--- config.mk ---
export PLATFORM = sky130hd
export DESIGN_NAME = fifo_uart_tx
export DESIGN_NICKNAME = d
export VERILOG_FILES = /design/src/rtl/fifo_uart_pkg.sv /design/src/rtl/uart_baud_counter.sv /design/src/rtl/fifo_uart_tx.sv
export SDC_FILE = /design/constraint.sdc
export NUM_CORES = 1
export LEC_CHECK = 0
export BUFFER_PORTS_ARGS = -buffer_cell sky130_fd_sc_hd__buf_2
export CAP_MARGIN = 20
export CORE_ASPECT_RATIO = 1.2
export CORE_MARGIN = 10
export CORE_UTILIZATION = 35
export CTS_BUF_LIST = sky130_fd_sc_hd__clkbuf_8
export CTS_CLUSTER_SIZE = 14
export DETAILED_ROUTE_END_ITERATION = 16
export PLACE_DENSITY = 0.53
export SETUP_SLACK_MARGIN = 0.4
export SLEW_MARGIN = 20
export SYNTH_ARGS = -nofsm -noshare
export SYNTH_HDL_FRONTEND = slang
export SYNTH_SLANG_ARGS = --single-unit
--- constraint.sdc ---
create_clock -name clock -period 3.34 [get_ports clock]
set_clock_uncertainty 0.05 [all_clocks]
set_input_delay 1.002 -clock clock [delete_from_list [all_inputs] [get_ports clock]]
set_output_delay 1.002 -clock clock [all_outputs]
set_load 0.05 [all_outputs]
--- src/rtl/fifo_uart_pkg.sv ---
// fifo_uart_pkg: FSM state encoding and default bit period shared by the FIFO-fed UART transmitter.
package fifo_uart_pkg;
    typedef enum logic [2:0] {
        S_IDLE   = 3'd0,
        S_FETCH  = 3'd1,
        S_LOAD   = 3'd2,
        S_START  = 3'd3,
        S_DATA   = 3'd4,
        S_PARITY = 3'd5,
        S_STOP   = 3'd6
    } state_t;
    localparam int DEF_CLKS_PER_BIT = 16;
endpackage

--- src/rtl/uart_baud_counter.sv ---
// uart_baud_counter: counts cycles within a serial bit; bit_tick marks the cycle just before a bit's
//   final cycle so the transmitter can register its bit-boundary decisions without a combinational path.
module uart_baud_counter
    import fifo_uart_pkg::*;
#(
    parameter int CLKS_PER_BIT = DEF_CLKS_PER_BIT
) (
    input  logic clock,
    input  logic reset,
    input  logic enable,
    output logic bit_tick
);
    localparam int CW = $clog2(CLKS_PER_BIT);
    localparam logic [CW-1:0] LAST = CW'(CLKS_PER_BIT - 1);
    localparam logic [CW-1:0] PRE  = CW'(CLKS_PER_BIT - 2);
    logic [CW-1:0] cnt_q, cnt_d;
    // Held at zero while disabled, so every frame restarts from a clean bit boundary.
    always_comb begin
        cnt_d = (!enable || cnt_q == LAST) ? '0 : cnt_q + CW'(1);
    end
    assign bit_tick = enable && cnt_q == PRE;
    always_ff @(posedge clock or posedge reset) begin
        if (reset) cnt_q <= '0;
        else       cnt_q <= cnt_d;
    end
endmodule

--- src/rtl/fifo_uart_tx.sv ---
// fifo_uart_tx: pops bytes from an upstream Sync_FIFO and serialises them as UART frames
//   (start, LSB-first data, optional even parity, stop); every output is a flop.
module fifo_uart_tx
    import fifo_uart_pkg::*;
#(
    parameter int DATA_W       = 8,
    parameter int CLKS_PER_BIT = DEF_CLKS_PER_BIT,
    parameter bit PARITY_EN    = 1'b0
) (
    input  logic              clock,
    input  logic              reset,
    input  logic [DATA_W-1:0] fifo_data,
    input  logic              fifo_empty,
    output logic              rd_en,
    output logic              tx,
    output logic              busy,
    output logic              tx_done
);
    localparam int BW = $clog2(DATA_W) + 1;
    localparam logic [BW-1:0] LAST_BIT = BW'(DATA_W - 1);
    state_t            state_q, state_d;
    logic [DATA_W-1:0] shreg_q, shreg_d;
    logic [BW-1:0]     bit_cnt_q, bit_cnt_d;
    logic              parity_q, parity_d;
    logic              rd_en_q, rd_en_d;
    logic              tx_q, tx_d;
    logic              busy_q, busy_d;
    logic              tx_done_q, tx_done_d;
    logic              bit_end_q, bit_end_d;
    logic              bit_tick, baud_en;
    assign baud_en = state_q inside {S_START, S_DATA, S_PARITY, S_STOP};
    uart_baud_counter #(.CLKS_PER_BIT(CLKS_PER_BIT)) u_baud (
        .clock    (clock),
        .reset    (reset),
        .enable   (baud_en),
        .bit_tick (bit_tick)
    );
    // bit_end_q is high on the final cycle of each serial bit; tx_d is the value for the next bit.
    always_comb begin
        state_d   = state_q;
        shreg_d   = shreg_q;
        bit_cnt_d = bit_cnt_q;
        parity_d  = parity_q;
        tx_d      = tx_q;
        rd_en_d   = 1'b0;
        tx_done_d = 1'b0;
        bit_end_d = bit_tick;
        case (state_q)
            S_IDLE: begin
                tx_d = 1'b1;
                if (!fifo_empty) begin
                    state_d = S_FETCH;
                    rd_en_d = 1'b1;
                end
            end
            S_FETCH: state_d = S_LOAD;
            S_LOAD: begin
                shreg_d   = fifo_data;
                parity_d  = ^fifo_data;
                bit_cnt_d = '0;
                tx_d      = 1'b0;
                state_d   = S_START;
            end
            S_START: if (bit_end_q) begin
                tx_d    = shreg_q[0];
                state_d = S_DATA;
            end
            S_DATA: if (bit_end_q) begin
                if (bit_cnt_q == LAST_BIT) begin
                    tx_d    = PARITY_EN ? parity_q : 1'b1;
                    state_d = PARITY_EN ? S_PARITY : S_STOP;
                end else begin
                    shreg_d   = shreg_q >> 1;
                    bit_cnt_d = bit_cnt_q + BW'(1);
                    tx_d      = shreg_d[0];
                end
            end
            S_PARITY: if (bit_end_q) begin
                tx_d    = 1'b1;
                state_d = S_STOP;
            end
            S_STOP: begin
                tx_done_d = bit_tick;
                if (bit_end_q) state_d = S_IDLE;
            end
            default: state_d = S_IDLE;
        endcase
        busy_d = state_d != S_IDLE;
    end
    always_ff @(posedge clock or posedge reset) begin
        if (reset) begin
            state_q   <= S_IDLE;
            shreg_q   <= '0;
            bit_cnt_q <= '0;
            parity_q  <= 1'b0;
            rd_en_q   <= 1'b0;
            tx_q      <= 1'b1;
            busy_q    <= 1'b0;
            tx_done_q <= 1'b0;
            bit_end_q <= 1'b0;
        end else begin
            state_q   <= state_d;
            shreg_q   <= shreg_d;
            bit_cnt_q <= bit_cnt_d;
            parity_q  <= parity_d;
            rd_en_q   <= rd_en_d;
            tx_q      <= tx_d;
            busy_q    <= busy_d;
            tx_done_q <= tx_done_d;
            bit_end_q <= bit_end_d;
        end
    end
    assign rd_en   = rd_en_q;
    assign tx      = tx_q;
    assign busy    = busy_q;
    assign tx_done = tx_done_q;
endmodule

# Yosys cells after proc, flatten, opt, wreduce, memory -nomap -nowiden
# Index checks and enable logic that the tools add are counted.
# W data, S select, Z words.
[totals]
register_bits = 24
latch_bits = 0
ramBits = 0
mem_bits_ro = 0
in_bits = 11
output_inout_bits = 4
word_cells = 56
mem_count = 0
[op_classes]
n_addsub = 2
n_mul = 0
div = 0
order_cmp = 0
n_eq_ne = 13
shift = 0
mux = 22
bitwise_logic = 0
n_reduce_logical = 10
[ops]
columns = ["operator", "count"]
rows = [
  ["$pmux W3 S7", 1],
  ["$mux W3", 6],
  ["$mux W8", 2],
  ["$pmux W8 S2", 1],
  ["$mux W4", 3],
  ["$eq A3 B3 Y1 const B", 3],
  ["$add A4 B1 Y4 const B", 2],
  ["$eq A4 B4 Y1 const B", 2],
  ["$ne A2 B2 Y1 const B", 4],
  ["$pmux W4 S2", 1],
  ["$mux W1", 7],
  ["$eq A3 B2 Y1 const B", 2],
  ["$pmux W1 S5", 1],
  ["$reduce_bool A5 Y1", 1],
  ["$eq A4 B3 Y1 const B", 1],
  ["$reduce_and A4 Y1", 1],
  ["$reduce_bool A4 Y1", 1],
  ["$eq A3 B1 Y1 const B", 1],
  ["$logic_not A3 Y1", 1],
  ["$reduce_and A3 Y1", 1],
  ["$reduce_bool A3 Y1", 1],
  ["$reduce_bool A2 Y1", 1],
  ["$logic_and A1 B1 Y1", 1],
  ["$logic_not A1 Y1", 1],
  ["$logic_or A1 B1 Y1", 1],
]

# Logic depth before layout (Yosys ltp)
[depth]
word_depth = 5
depth_mapped = 6
mapped_depth_nobuf = 5

# Hierarchy
# Synthesis repeated with hierarchy kept, for this count alone.
[hier_totals]
cells_unflattened = 130
area_unflattened_um2 = 1223.7
[by_module_without_submodules]
columns = ["module", "n_inst", "cells_each", "area_each_um2", "seq_area_each_um2"]
rows = [
  ["fifo_uart_tx", 1, 111, 1021.0, 501.7],
  ["uart_baud_counter", 1, 19, 202.7, 100.1],
]

# Least setup slack after synthesis
# Ideal clock, no wire load.
[synth_path]
path_kind = "register -> register"
startpoint = "register bit_cnt_q[0]"
endpoint = "register bit_cnt_q[3]"
setup_ps = 127
t_arrival_ps = 1747
required_ps = 3163
setup_slack_ps = 1416
path_stages_with_launch = 6
path_buffers = 0
period_less_slack_ps = 1924
cell_sequence = "dfrtp_1 > ha_1 > and2_1 > a2111oi_4 > nand4_1 > mux2_1"
[synth_via]
elab_chain_cells = 4
elab_cells_between_ends = 7
cone_classes = "1 x add/sub; 2 x eq/ne; 3 x mux; 1 x reduce/logical"
[synth_lines]
columns = ["item", "line", "rtl"]
rows = [
  ["from (decl)", "fifo_uart_tx.sv:23", "logic [BW-1:0] bit_cnt_q, bit_cnt_d;"],
  ["from (signal assigned)", "fifo_uart_tx.sv:104", "bit_cnt_q <= bit_cnt_d;"],
  ["$add A4 B1 Y4", "fifo_uart_tx.sv:74", "bit_cnt_d = bit_cnt_q + BW'(1);"],
  ["$mux W4", "fifo_uart_tx.sv:69", "if (bit_cnt_q == LAST_BIT) begin"],
  ["$mux W4", "fifo_uart_tx.sv:68", "S_DATA: if (bit_end_q) begin"],
  ["$pmux W4 S2", "fifo_uart_tx.sv:48", "case (state_q)"],
]
# Parallel ways exist; a longest one is shown, timed or not. The select of a mux whose other input is x is not followed.
# A chain may end at the register's enable or synchronous reset.

# Final worst setup path
[layout_path]
startpoint = "register state_q[1]"
endpoint = "register bit_cnt_q[3]"
[layout_via]
elab_chain_cells = 3
elab_cells_between_ends = 7
cone_classes = "4 x eq/ne; 1 x mux; 2 x reduce/logical"
[layout_lines]
columns = ["item", "line", "rtl"]
rows = [
  ["from (decl)", "fifo_uart_tx.sv:21", "state_t state_q, state_d;"],
  ["from (signal assigned)", "fifo_uart_tx.sv:102", "state_q <= state_d;"],
  ["$eq A3 B3 Y1 or $eq A3 B2 Y1 (tied branches)", "fifo_uart_tx.sv:48", ""],
  ["$ne A2 B2 Y1 (no line) or $reduce_bool A2 Y1 (tied branches)", "-", ""],
  ["$reduce_and A3 Y1 (no line)", "-", ""],
]
# Parallel ways exist; a longest one is shown, timed or not.

==> flow_summary.ini <==
[timing]
relSlewSlack = 0.398
finalSetupViolations = 0
fin_tns_setup_ps = 0
hold_viol = 0
timing.final.crit_share = 0.665
slew_viol_final = 0
fmax_ghz = 0.450
fin_crit_ps = 2220
rsz0062_at_grt = no
worst_pin_slew_ps = 902
layout_setup_ws_ps = 1120

[yosys]
ys_async_sr_fraction = 1.00
synth_cells = 131
syn-cell-area_um2 = 1270
ys_ff_latch = 24
yosysUniqueCellTypes = 36
syn-num-nets = 145
ys_seq_area_frac = 0.473
synth-edff-count = 0
ys.flop_type = dfrtp_1
syn-mean-instance-area_um2 = 9.70
ys_warn_count = 0

[global_route]
gr-usage-all-layers = 0.0832
grt_pass1_wl_um = 4330
grt_pass1_vias = 971
grt.overflow.total = 0
antenna_found_initial = 0
grt_max_degree = 25

[job]
drv_cap = 0

[critical_path]
worst_setup_path_end_kind = register
r2r_slack_ps = 1120
arrival_ps = 2320
critPathMaxFanout = 16
crit_type = reg -> reg
worstPathRequired_ps = 3440
start_kind = register

[detailed_routing]
drt_iter0_markers = 19
routedWlPerCell_um = 13.6
first_pass_iters = 4
drcViolationCount = 0
vias = 926
viasPerCell = 5.20
antenna_left = 0
wl_um = 2420

[clock_network]
cts_setup_buffers = 0
clk_latency_ps = 260
cts_num_sinks = 24
root_buffer = clkbuf_8
cts_resized = 0
cts_htree_levels = 1
clk_path_buf_depth = 2
holdBufCountCts = 0
cts_tree = yes
numCtsBuffers = 3
clkTransAtPathRegs_ps = 80

[placed_design]
dp_hpwl_um = 1760
place_congestion = 0.702
post-place-ws_ps = 1120
port_buffers = 14

[floorplanning]
die_w_um = 75.0
ioPinCount = 15
core.rowCount = 23
core_um2 = 3420
dieArea_um2 = 6450
die_y_um = 86.0
initial_core_util = 0.371

[power]
p_clk_frac = 0.443
p_per_area_nw_per_um2 = 399
power.switching_mw = 0.103
combPwrFrac = 0.033
seq_power_share = 0.524
p_int_mw = 0.463
switching_share = 0.182
leakage_nw = 0.646
peakVddDrop_v = 0.000214

[hold_path]
hp-class = reg -> reg

[outcome]
status = finished clean

[layout]
diodes = 0
nNetsFinal = 156
layout-drive-gt1-share = 0.191
nFillCells = 340
syn_to_final_growth_pct = 11.7
-- worst max-delay path, cell delays in order, from the launching register on --
cell and delay (ps):
dfrtp_1 710, nor2_1 180, a2111oi_4 660, nand4_1 170, mux2_1 340
-- per-layer routing --
metal | vias up | track usage | wire, um
met5 | - | 0 | 0
met4 | 0 | 0.0310 | 18
met3 | 2 | 0.0219 | 71
met2 | 5 | 0.138 | 1230
met1 | 441 | 0.0992 | 1100
li1 | 478 | - | -
-- logic make-up (layout without fill, tap and decap cells) --
| family | count (synthesis) | count (layout) | share of synthesized area |
|---|---|---|---|
| flip-flops | 24 | 24 | 0.473 |
| buffers and inverters | 11 | 21 | 0.0423 |
| AND/OR/NAND/NOR | 54 | 54 | 0.229 |
| XOR/XNOR | 4 | 4 | 0.0335 |
| adder cells (fa/ha/maj) | 3 | 3 | 0.0295 |
| multiplexers | 2 | 2 | 0.0177 |
| AO/OA/AOI/OAI | 33 | 33 | 0.174 |
-- power by group through the flow --
| stage | Combinational, mW | Clock, mW | Sequential [mW] |
|---|---|---|---|
| 6_report | 0.0189 | 0.251 | 0.297 |
| 5_1_grt | 0.0222 | 0.274 | 0.297 |
| 4_1_cts | 0.0197 | 0.259 | 0.297 |
| 3_5_place_dp | 0.0197 | 0 | 0.302 |
| 3_3_place_gp | 0.0197 | 0 | 0.303 |
| 2_1_floorplan | 0.0112 | 0 | 0.302 |
-- per-stage QoR --
stage                     cell area (um^2)  total power [mW]  hold WS (ps)  std cells   util
after global routing                  1420             0.594           474        178  0.415
after detailed placement              1350             0.322           430        174  0.394
after global placement                1350             0.322           424        174  0.394
after floorplan                       1270             0.313           400        131      -
final                                 1420             0.566           436        178  0.415
after CTS                             1420             0.576           444        178  0.415
-- worst paths after layout --
kind / from / end / depth (start not counted)
max in group asynchronous: reset / state_q[0]$_DFF_PP0_ / 2
min: u_baud.cnt_q[0]$_DFF_PP0_ / u_baud.cnt_q[0]$_DFF_PP0_ / 1
max: state_q[1]$_DFF_PP0_ / bit_cnt_q[3]$_DFFE_PP0P_ / 4
min in group asynchronous: reset / shreg_q[2]$_DFFE_PP0P_ / 2
min reg2reg: u_baud.cnt_q[0]$_DFF_PP0_ / u_baud.cnt_q[0]$_DFF_PP0_ / 1
max reg2reg: state_q[1]$_DFF_PP0_ / bit_cnt_q[3]$_DFFE_PP0P_ / 4
-- state kept, by name, summed over array words and instances, names as in the netlist --
signal	cells
rd_en	1
tx	1
u_baud.cnt_q	4
busy	1
bit_end_q	1
tx_done	1
bit_cnt_q	4
state_q	3
shreg_q	8
-- area by class of cell --
class | instances | area [um^2] | share of cell area
sequential | 24 | 602 | 0.424
clock buffer | 3 | 41.3 | 0.0291
multi-input combinational | 96 | 616 | 0.433
inverter | 2 | 7.51 | 0.00529
timing repair buffer | 15 | 77.6 | 0.0546
clock inverter | 1 | 30.0 | 0.0211
tap | 37 | 46.3 | 0.0326
-- cells in the mapped netlist (2+ instances only) --
master / n / area share
dfrtp_1: 23 / 0.45
nor2_1: 19 / 0.056
o21ai_0: 12 / 0.047
a21oi_1: 11 / 0.043
nand3b_1: 7 / 0.041
clkbuf_1: 6 / 0.018
nand2_1: 6 / 0.018
nor2b_1: 6 / 0.030
ha_1: 3 / 0.030
nand3_1: 3 / 0.012
nor3_1: 3 / 0.012
a22o_1: 2 / 0.014
a31o_2: 2 / 0.014
and3_1: 2 / 0.0098
inv_1: 2 / 0.0059
nand2b_1: 2 / 0.0098
nor3b_1: 2 / 0.012
xor2_1: 2 / 0.014
-- placed cells by master, fill, tap and decap left out, types with 2 or more instances in the layout --
master	n
clkbuf_8	3
nand2b_1	2
xor2_1	2
dfrtp_1	23
o21ai_0	12
a31o_2	2
nand3_1	3
nor3b_1	2
nand2_1	6
and3_1	2
ha_1	3
buf_2	14
nand3b_1	7
inv_1	2
a22o_1	2
nor2b_1	6
nor2_1	19
a21oi_1	11
nor3_1	3
Note: power is estimated with default switching activity, not from simulation.
